--- config.mk ---
export PLATFORM = sky130hd
export DESIGN_NAME = imem_loader
export DESIGN_NICKNAME = d
export VERILOG_FILES = /design/src/rtl/loader_pkg.sv /design/src/rtl/word_packer.sv /design/src/rtl/imem_loader.sv
export SDC_FILE = /design/constraint.sdc
export NUM_CORES = 1
export LEC_CHECK = 0
export ABC_CLOCK_PERIOD_IN_PS = 3450
export BUFFER_PORTS_ARGS = -buffer_cell sky130_fd_sc_hd__buf_4
export CAP_MARGIN = 20
export CORE_ASPECT_RATIO = 1.75
export CORE_MARGIN = 1
export CORE_UTILIZATION = 35
export CTS_CLUSTER_DIAMETER = 100
export DETAILED_ROUTE_END_ITERATION = 6
export GPL_TIMING_DRIVEN = 0
export MAX_ROUTING_LAYER = met4
export SYNTH_ARGS = -nofsm -noshare
export SYNTH_HDL_FRONTEND = slang
export SYNTH_SLANG_ARGS = --single-unit
--- constraint.sdc ---
create_clock -name clk -period 3.45 [get_ports clk]
set_clock_uncertainty 0.2 [all_clocks]
set_input_delay 0.345 -clock clk [delete_from_list [all_inputs] [get_ports clk]]
set_output_delay 0.345 -clock clk [all_outputs]
set_load 0.01 [all_outputs]
--- src/rtl/loader_pkg.sv ---
// Shared types and constants for the instruction-memory boot loader.
package loader_pkg;

    typedef enum logic [2:0] {IDLE, LEN0, LEN1, DATA, CHK, DONE, ERR} ldr_state_t;

    localparam logic [7:0] SYNC_DEFAULT = 8'hA5;

    function automatic logic [7:0] fold_chk(input logic [7:0] acc, input logic [7:0] b);
        return acc ^ b;
    endfunction

endpackage

--- src/rtl/word_packer.sv ---
// Packs a byte stream into little-endian 32-bit words; word_valid pulses the
// cycle after the fourth byte of each word.
module word_packer (
    input  logic        clk,
    input  logic        rst,
    input  logic        byte_valid,
    input  logic [7:0]  byte_in,
    input  logic        clr,
    output logic        word_valid,
    output logic [31:0] word_out
);

    logic [1:0]  lane;
    logic [31:0] shreg;

    // Bytes enter at the top and shift down, so the first byte ends up in [7:0].
    always_ff @(posedge clk or negedge rst) begin
        if (!rst) begin
            lane       <= 2'd0;
            shreg      <= 32'd0;
            word_valid <= 1'b0;
        end else begin
            word_valid <= 1'b0;
            if (clr) begin
                lane <= 2'd0;
            end else if (byte_valid) begin
                shreg      <= {byte_in, shreg[31:8]};
                lane       <= lane + 2'd1;
                word_valid <= (lane == 2'd3);
            end
        end
    end

    assign word_out = shreg;

endmodule

--- src/rtl/imem_loader.sv ---
// Boot-time loader: parses SYNC/LEN/payload/CHK frames, writes words into
// instruction memory and releases the CPU reset once a frame checks out.
module imem_loader
    import loader_pkg::*;
#(
    parameter int         DEPTH          = 256,
    parameter int         AW             = $clog2(DEPTH),
    parameter logic [7:0] SYNC_BYTE      = SYNC_DEFAULT,
    parameter logic       CPU_RST_ACTIVE = 1'b1
) (
    input  logic          clk,
    input  logic          rst,
    input  logic          in_valid,
    input  logic [7:0]    in_data,
    output logic          in_ready,
    output logic          imem_we,
    output logic [AW-1:0] imem_addr,
    output logic [31:0]   imem_wdata,
    output logic          cpu_rst,
    output logic          busy,
    output logic          done,
    output logic          error
);

    localparam logic [16:0] DEPTH_W = 17'(DEPTH);

    ldr_state_t    state_q, state_d;
    logic [15:0]   len_q;
    logic [7:0]    chk_q;
    logic [AW-1:0] word_cnt_q;

    logic        xfer;
    logic        is_sync;
    logic        sync_start;
    logic        last_word;
    logic        final_write;
    logic        data_byte;
    logic [15:0] len_full;
    logic        word_valid;
    logic [31:0] word_out;

    assign xfer       = in_valid;
    assign is_sync    = (in_data == SYNC_BYTE);
    assign sync_start = xfer && is_sync &&
                        (state_q == IDLE || state_q == DONE || state_q == ERR);
    assign len_full   = {in_data, len_q[7:0]};
    assign last_word  = (16'(word_cnt_q) == len_q - 16'd1);
    // The final word's write cycle stays in DATA; a byte arriving then is the CHK byte.
    assign final_write = word_valid && last_word;
    assign data_byte   = xfer && (state_q == DATA) && !final_write;

    word_packer u_packer (
        .clk        (clk),
        .rst        (rst),
        .byte_valid (data_byte),
        .byte_in    (in_data),
        .clr        (sync_start),
        .word_valid (word_valid),
        .word_out   (word_out)
    );

    always_ff @(posedge clk or negedge rst) begin
        if (!rst) begin
            state_q <= IDLE;
        end else begin
            state_q <= state_d;
        end
    end

    always_comb begin
        state_d = state_q;
        case (state_q)
            IDLE, DONE, ERR: begin
                if (xfer && is_sync) state_d = LEN0;
            end
            LEN0: begin
                if (xfer) state_d = LEN1;
            end
            LEN1: begin
                if (xfer) begin
                    if ({1'b0, len_full} > DEPTH_W) state_d = ERR;
                    else if (len_full == 16'd0)     state_d = CHK;
                    else                            state_d = DATA;
                end
            end
            DATA: begin
                if (final_write) begin
                    if (xfer) state_d = (in_data == chk_q) ? DONE : ERR;
                    else      state_d = CHK;
                end
            end
            CHK: begin
                if (xfer) state_d = (in_data == chk_q) ? DONE : ERR;
            end
            default: state_d = IDLE;
        endcase
    end

    // Frame bookkeeping: length, running checksum and the write address.
    always_ff @(posedge clk or negedge rst) begin
        if (!rst) begin
            len_q      <= 16'd0;
            chk_q      <= 8'd0;
            word_cnt_q <= '0;
        end else begin
            if (sync_start) begin
                len_q      <= 16'd0;
                chk_q      <= 8'd0;
                word_cnt_q <= '0;
            end else begin
                if (xfer && state_q == LEN0) begin
                    len_q[7:0] <= in_data;
                    chk_q      <= fold_chk(chk_q, in_data);
                end
                if (xfer && state_q == LEN1) begin
                    len_q[15:8] <= in_data;
                    chk_q       <= fold_chk(chk_q, in_data);
                end
                if (data_byte) begin
                    chk_q <= fold_chk(chk_q, in_data);
                end
                if (word_valid && !last_word) begin
                    word_cnt_q <= word_cnt_q + 1'b1;
                end
            end
        end
    end

    assign in_ready   = 1'b1;
    assign imem_we    = word_valid;
    assign imem_addr  = word_cnt_q;
    assign imem_wdata = word_out;
    assign done       = (state_q == DONE);
    assign error      = (state_q == ERR);
    assign busy       = (state_q == LEN0) || (state_q == LEN1) ||
                        (state_q == DATA) || (state_q == CHK);
    assign cpu_rst    = (state_q == DONE) ? ~CPU_RST_ACTIVE : CPU_RST_ACTIVE;

endmodule

==> results of run 1 <==
-- cells in the mapped netlist (all sizes together) (11+ instances only) --
library cell  count
a21oi            20
clkbuf           16
dfrtp            70
inv              17
mux2             35
nand2            43
nand3            18
nand4            11
nor2             18
nor3             11
nor4             12
o21ai            13
-- logic make-up after synthesis --
logic type | synth area share
xor gates and xnor gates | 0.04044
muxes | 0.1191
other | 0.0009618
AOI/OAI and AO/OA | 0.1162
and+or+nand+nor | 0.2092
buffers and inverters | 0.04942
DFF | 0.4493
adders and majority gates | 0.01540
-- metrics by stage --
step	total power, mW	cells	setup WS, ps	hold WS [ps]	area, µm²
2_1_floorplan	2.642	400	281.0	-150.6	3899
3_3_place_gp	3.258	584	-271.5	271.9	4467
3_5_place_dp	3.324	584	-341.9	283.1	4467
4_1_cts	4.336	603	15.21	59.66	4826
5_1_grt	4.653	611	0.8604	64.62	4916
6_report	4.364	611	142.3	71.93	4916
-- per-layer routing --
layer,GRT usage,vias to the layer above,part of all wire
li1,-,1588,-
met1,0.1966,1596,0.38
met2,0.3410,71,0.57
met3,0.03473,20,0.029
met4,0.08957,0,0.026
met5,-,-,0
-- power by group --
part           total (mW)  switching, mW  internal, mW
registers            1.49          0.317          1.17
clock network        1.00          0.353         0.650
logic                1.88          0.954         0.922
total                4.36           1.62          2.74
-- final timing paths --
kind,endpoint,cells after the start
worst min register to register,u_packer.word_out[0],1
worst max-delay path,u_packer.word_out[10],13
worst min-delay path,u_packer.word_out[25],2
worst max register to register,u_packer.word_out[10],13
min in group asynchronous,imem_addr[0],2
max in group asynchronous,len_q[0],2
-- final cells by class --
cell class,count,area share
Inverter,17,0.01298
Buffer,25,0.02774
Timing Repair Buffer,66,0.1038
Sequential cell,70,0.3568
Multi-Input combinational cell,287,0.3996
Clock inverter,6,0.01731
Tap cell,130,0.03309
Clock buffer,10,0.04861
-- state kept, by name (all words and copies together), names as in the netlist --
register,flops
u_packer.word_out,32
len_q,16
chk_q,8
imem_addr,8
state_q,3
u_packer.lane,2
u_packer.word_valid,1
-- worst max-delay path, stage by stage (launching register included) --
cell and delay (ps):
dfrtp_2 440, inv_1 110, ha_1 170, clkbuf_4 200
or3b_1 390, or3_1 330, o21bai_1 180, a21o_1 190
nor4_4 120, buf_4 190, nor2_4 50, buf_12 140
buf_8 150, mux2_1 320
-- timing repair --
action                                  in CTS  in global routing
buffers inserted                             3                  8
hold buffers                                 1                  0
endpoints found under the hold margin       70                  0
pin swaps                                    1                  2
resized for setup                            2                  7
endpoints found under the setup margin      45                 37
==> impl_metrics.yaml, run 1 <==
run_status:
  status: "finished clean"
setup_path:
  critPathRequiredTime_ps: 3460
  worst-path-max-fanout: 10
  end_kind: "flop"
  crit_path_start_kind: "flop"
  worstSetupPathType: "reg -> reg"
  cp_data_arrival_time_ps: 3310
  cp-startpoint: "len_q[1]"
  rr_startpoint: "len_q[1]"
  r2r_setup_slack_ps: 140
grt:
  track_usage: 0.1918
  grt_max_degree: 71
  grt_overflow: 0
  grt_pass1_vias: 3223
  antenna_found_initial: 0
  grt_pass1_wl_um: 16010
timing:
  final-hold-violation-count: 0
  period_minus_slack_ps: 3308
  period_share: 0.9588
  slew_headroom: 0.3913
  slew_violations: 0
  tightest_slew_ps: 913.0
  setup_viol: 0
  grt_setup_unrepaired: "no"
  finalSetupTns_ps: 0
  fmax_ghz: 0.3023
clock_network:
  cts_root_buf: "clkbuf_16"
  clkTransAtPathRegs_ps: 60
  clockBufferDepth: 2
  cts_tree: "built"
  cts-htree-levels: 3
  cts_buffers: 9
  cts.sinks: 70
  clk_latency_ps: 330
die:
  fp-row-count: 50
  core_area_um2: 10760
  initial_core_util: 0.3623
  die_w_um: 81.78
  num_io_pins: 57
  die_area_um2: 11580
  die_h_um: 141.6
finish:
  register_area_um2: 1754
  final_cell_mix: "dfrtp_1 (68), buf_4 (65), nand2_1 (43)"
  multi_input_area_um2: 1964
  synthToLayoutAreaGrowth_pct: 26.09
  layout_commonest_cell: "dfrtp_1"
  diodes: 0
  drive_above_1_share: 0.2266
  final_util: 0.4569
  fill_cells: 1028
  layout.nets: 491
yosys:
  ys.warnings.count: 0
  netlist_area_um2: 3899
  syn_inst: 400
  synth_ff_type: "dfrtp_1"
  syn_nets: 415
  synth_seq_area_share: 0.4493
  synth.avg_cell_area_um2: 9.747
  synth_top_area_cell: "dfrtp_1"
  ys_top_cells_by_area: "dfrtp_1 (45%), mux2_1 (7.8%), nand2_1 (4.1%)"
  synth-edff-count: 0
  ys_async_sr_fraction: 1.000
  ys_seq_elements: 70
  yosysUniqueCellTypes: 60
  synth_top_area_share: 0.4493
detailed_routing:
  antenna_left: 0
  routed-via-count: 3275
  drt_iter0_markers: 197
  drt-total-wl_um: 10220
  via_per_inst: 5.360
  post_drt_wl_per_cell_um: 16.72
  drc: 0
  first_pass_iters: 4
power_and_ir_drop:
  p_leak_nw: 2.176
  ir_drop_v: 0.0004748
  power_density_nw_per_um2: 887.8
run:
  cap_violations: 0
placement:
  dp_hpwl_um: 7506
  finalWeightedCongestion: 0.8641
  port_buffers: 54
hold_path:
  hp-class: "in -> reg"
  hp-start: "in_data[1]"
Power figures use the tool's default switching activity.
==> run 2: changes to the inputs <==
Settings changed: CORE_ASPECT_RATIO 1.75 to 0.75.
==> run 2 against run 1 <==
Core utilization increased by 0.80 points. Largest power group unchanged. Global-route usage increased by 0.15 points. Sequential power about the same. Critical path depth unchanged. Sequential cell count unchanged.
==> impl_metrics.yaml, run 2 (synthesis results as in run 1) <==
run_status:
  status: "finished clean"
power_and_ir_drop:
  p_leak_nw: 2.171
  power_density_nw_per_um2: 880.3
  ir_drop_v: 0.0003118
detailed_routing:
  antenna_left: 0
  drt_iter0_markers: 203
  routed.top_layer: "met4"
  via_per_inst: 5.408
  wl_met2_um: 4366
  route.met3.wl_um: 509
  first_pass_iters: 5
  routed-via-count: 3326
  drt-total-wl_um: 10140
  drc: 0
  post_drt_wl_per_cell_um: 16.48
  wl_met1_um: 5147
die:
  core_area_um2: 10570
  die_area_um2: 11570
  die_h_um: 93.41
  fp-row-count: 32
  die_w_um: 123.9
  initial_core_util: 0.3688
  num_io_pins: 57
setup_path:
  rr_startpoint: "len_q[1]"
  critPathRequiredTime_ps: 3450
  end_kind: "flop"
  worst-path-max-fanout: 10
  crit_path_start_kind: "flop"
  worstSetupPathType: "reg -> reg"
  cp-startpoint: "len_q[1]"
  cp_data_arrival_time_ps: 3260
placement:
  port_buffers: 54
  dp_hpwl_um: 7327
  pre_cts_ws_ps: -280.6
  place_inst: 590
  finalWeightedCongestion: 0.8939
  place_area_um2: 4474
clock_network:
  cts.sinks: 70
  clk_latency_ps: 330
  cts_root_buf: "clkbuf_16"
  clkTransAtPathRegs_ps: 50
  cts_buffers: 9
  cts-htree-levels: 3
  clockBufferDepth: 2
  cts_tree: "built"
timing:
  grt_setup_unrepaired: "no"
  slew_headroom: 0.4161
  whs_ps: 81.47
  slew_violations: 0
  finalSetupTns_ps: 0
  setup_ws_ps: 194.0
  period_share: 0.9438
  tightest_slew_ps: 875.9
  fmax_ghz: 0.3071
  final-hold-violation-count: 0
  setup_viol: 0
  period_minus_slack_ps: 3256
finish:
  drive_above_1_share: 0.2213
  largest_reg_flops: 32
  diodes: 0
  final_cell_count_no_fill: 615
  synthToLayoutAreaGrowth_pct: 26.03
  layout.nets: 490
  layout_commonest_cell: "dfrtp_1"
  final_cell_mix: "dfrtp_1 (68), buf_4 (62), nand2_1 (43)"
  stdcell_area_um2: 4913
grt:
  grt_pass1_vias: 3113
  grt_pass1_wl_um: 16370
  grt_max_degree: 71
  track_usage: 0.1933
  antenna_found_initial: 0
  grt_overflow: 0
run:
  cap_violations: 0
hold_path:
  hp-start: "in_data[3]"
  hp-class: "in -> reg"
run 2: repair_timing:
item | CTS | global route
buffers inserted | 5 | 4
gates resized for setup | 2 | 6
hold buffers | 1 | 0
pin swaps | 2 | 2
endpoints found under the hold margin | 70 | 0
gates cloned | 0 | 1
setup endpoints to repair | 45 | 51
run 2: per-layer routing:
layer | global-route usage | vias to the layer above
met5 | - | -
met4 | 0.05120 | 0
met3 | 0.03476 | 12
met2 | 0.2671 | 99
met1 | 0.2868 | 1623
li1 | - | 1592
run 2: final cells by class:
| type | instances | area, µm² |
|---|---|---|
| Clock buffer | 10 | 229.0 |
| Fill cell | 1006 | 5657 |
| Buffer | 25 | 132.6 |
| Tap cell | 136 | 170.2 |
| Sequential cell | 70 | 1754 |
| Inverter | 17 | 63.81 |
| Multi-Input combinational cell | 287 | 1964 |
| Clock inverter | 5 | 75.07 |
| Timing Repair Buffer | 65 | 524.3 |
run 2: critical path, stage by stage, from the launching register on:
cell and delay, ps:
dfrtp_2 450, inv_1 110, ha_1 140, clkbuf_4 180, or3b_1 380, or3_1 330, o21bai_1 180, a21o_1 190
nor4_4 140, buf_6 170, nor2_4 40, buf_12 140, clkbuf_16 160, mux2_1 310
run 2: power by group:
group | leakage [nW] | internal [mW] | switching, mW
Sequential | 0.849 | 1.17 | 0.324
Clock | 0.152 | 0.624 | 0.324
Combinational | 1.17 | 0.928 | 0.956
run 2: final timing paths:
kind                                         end  slack (ps)  cells past startpoint
min                        u_packer.word_out[27]          80                      2
min reg2reg                 u_packer.word_out[2]         290                      1
min in group asynchronous           imem_addr[7]         490                      2
max in group asynchronous               len_q[0]        1950                      2
max                        u_packer.word_out[28]         190                     13
max reg2reg                u_packer.word_out[28]         190                     13
run 2: through the flow:
stage / utilization / total power, mW
3_5_place_dp: 0.4233 / 3.319
4_1_cts: 0.4572 / 4.310
6_report: 0.4648 / 4.325
5_1_grt: 0.4648 / 4.661
3_3_place_gp: 0.4233 / 3.244
2_1_floorplan: - / 2.642
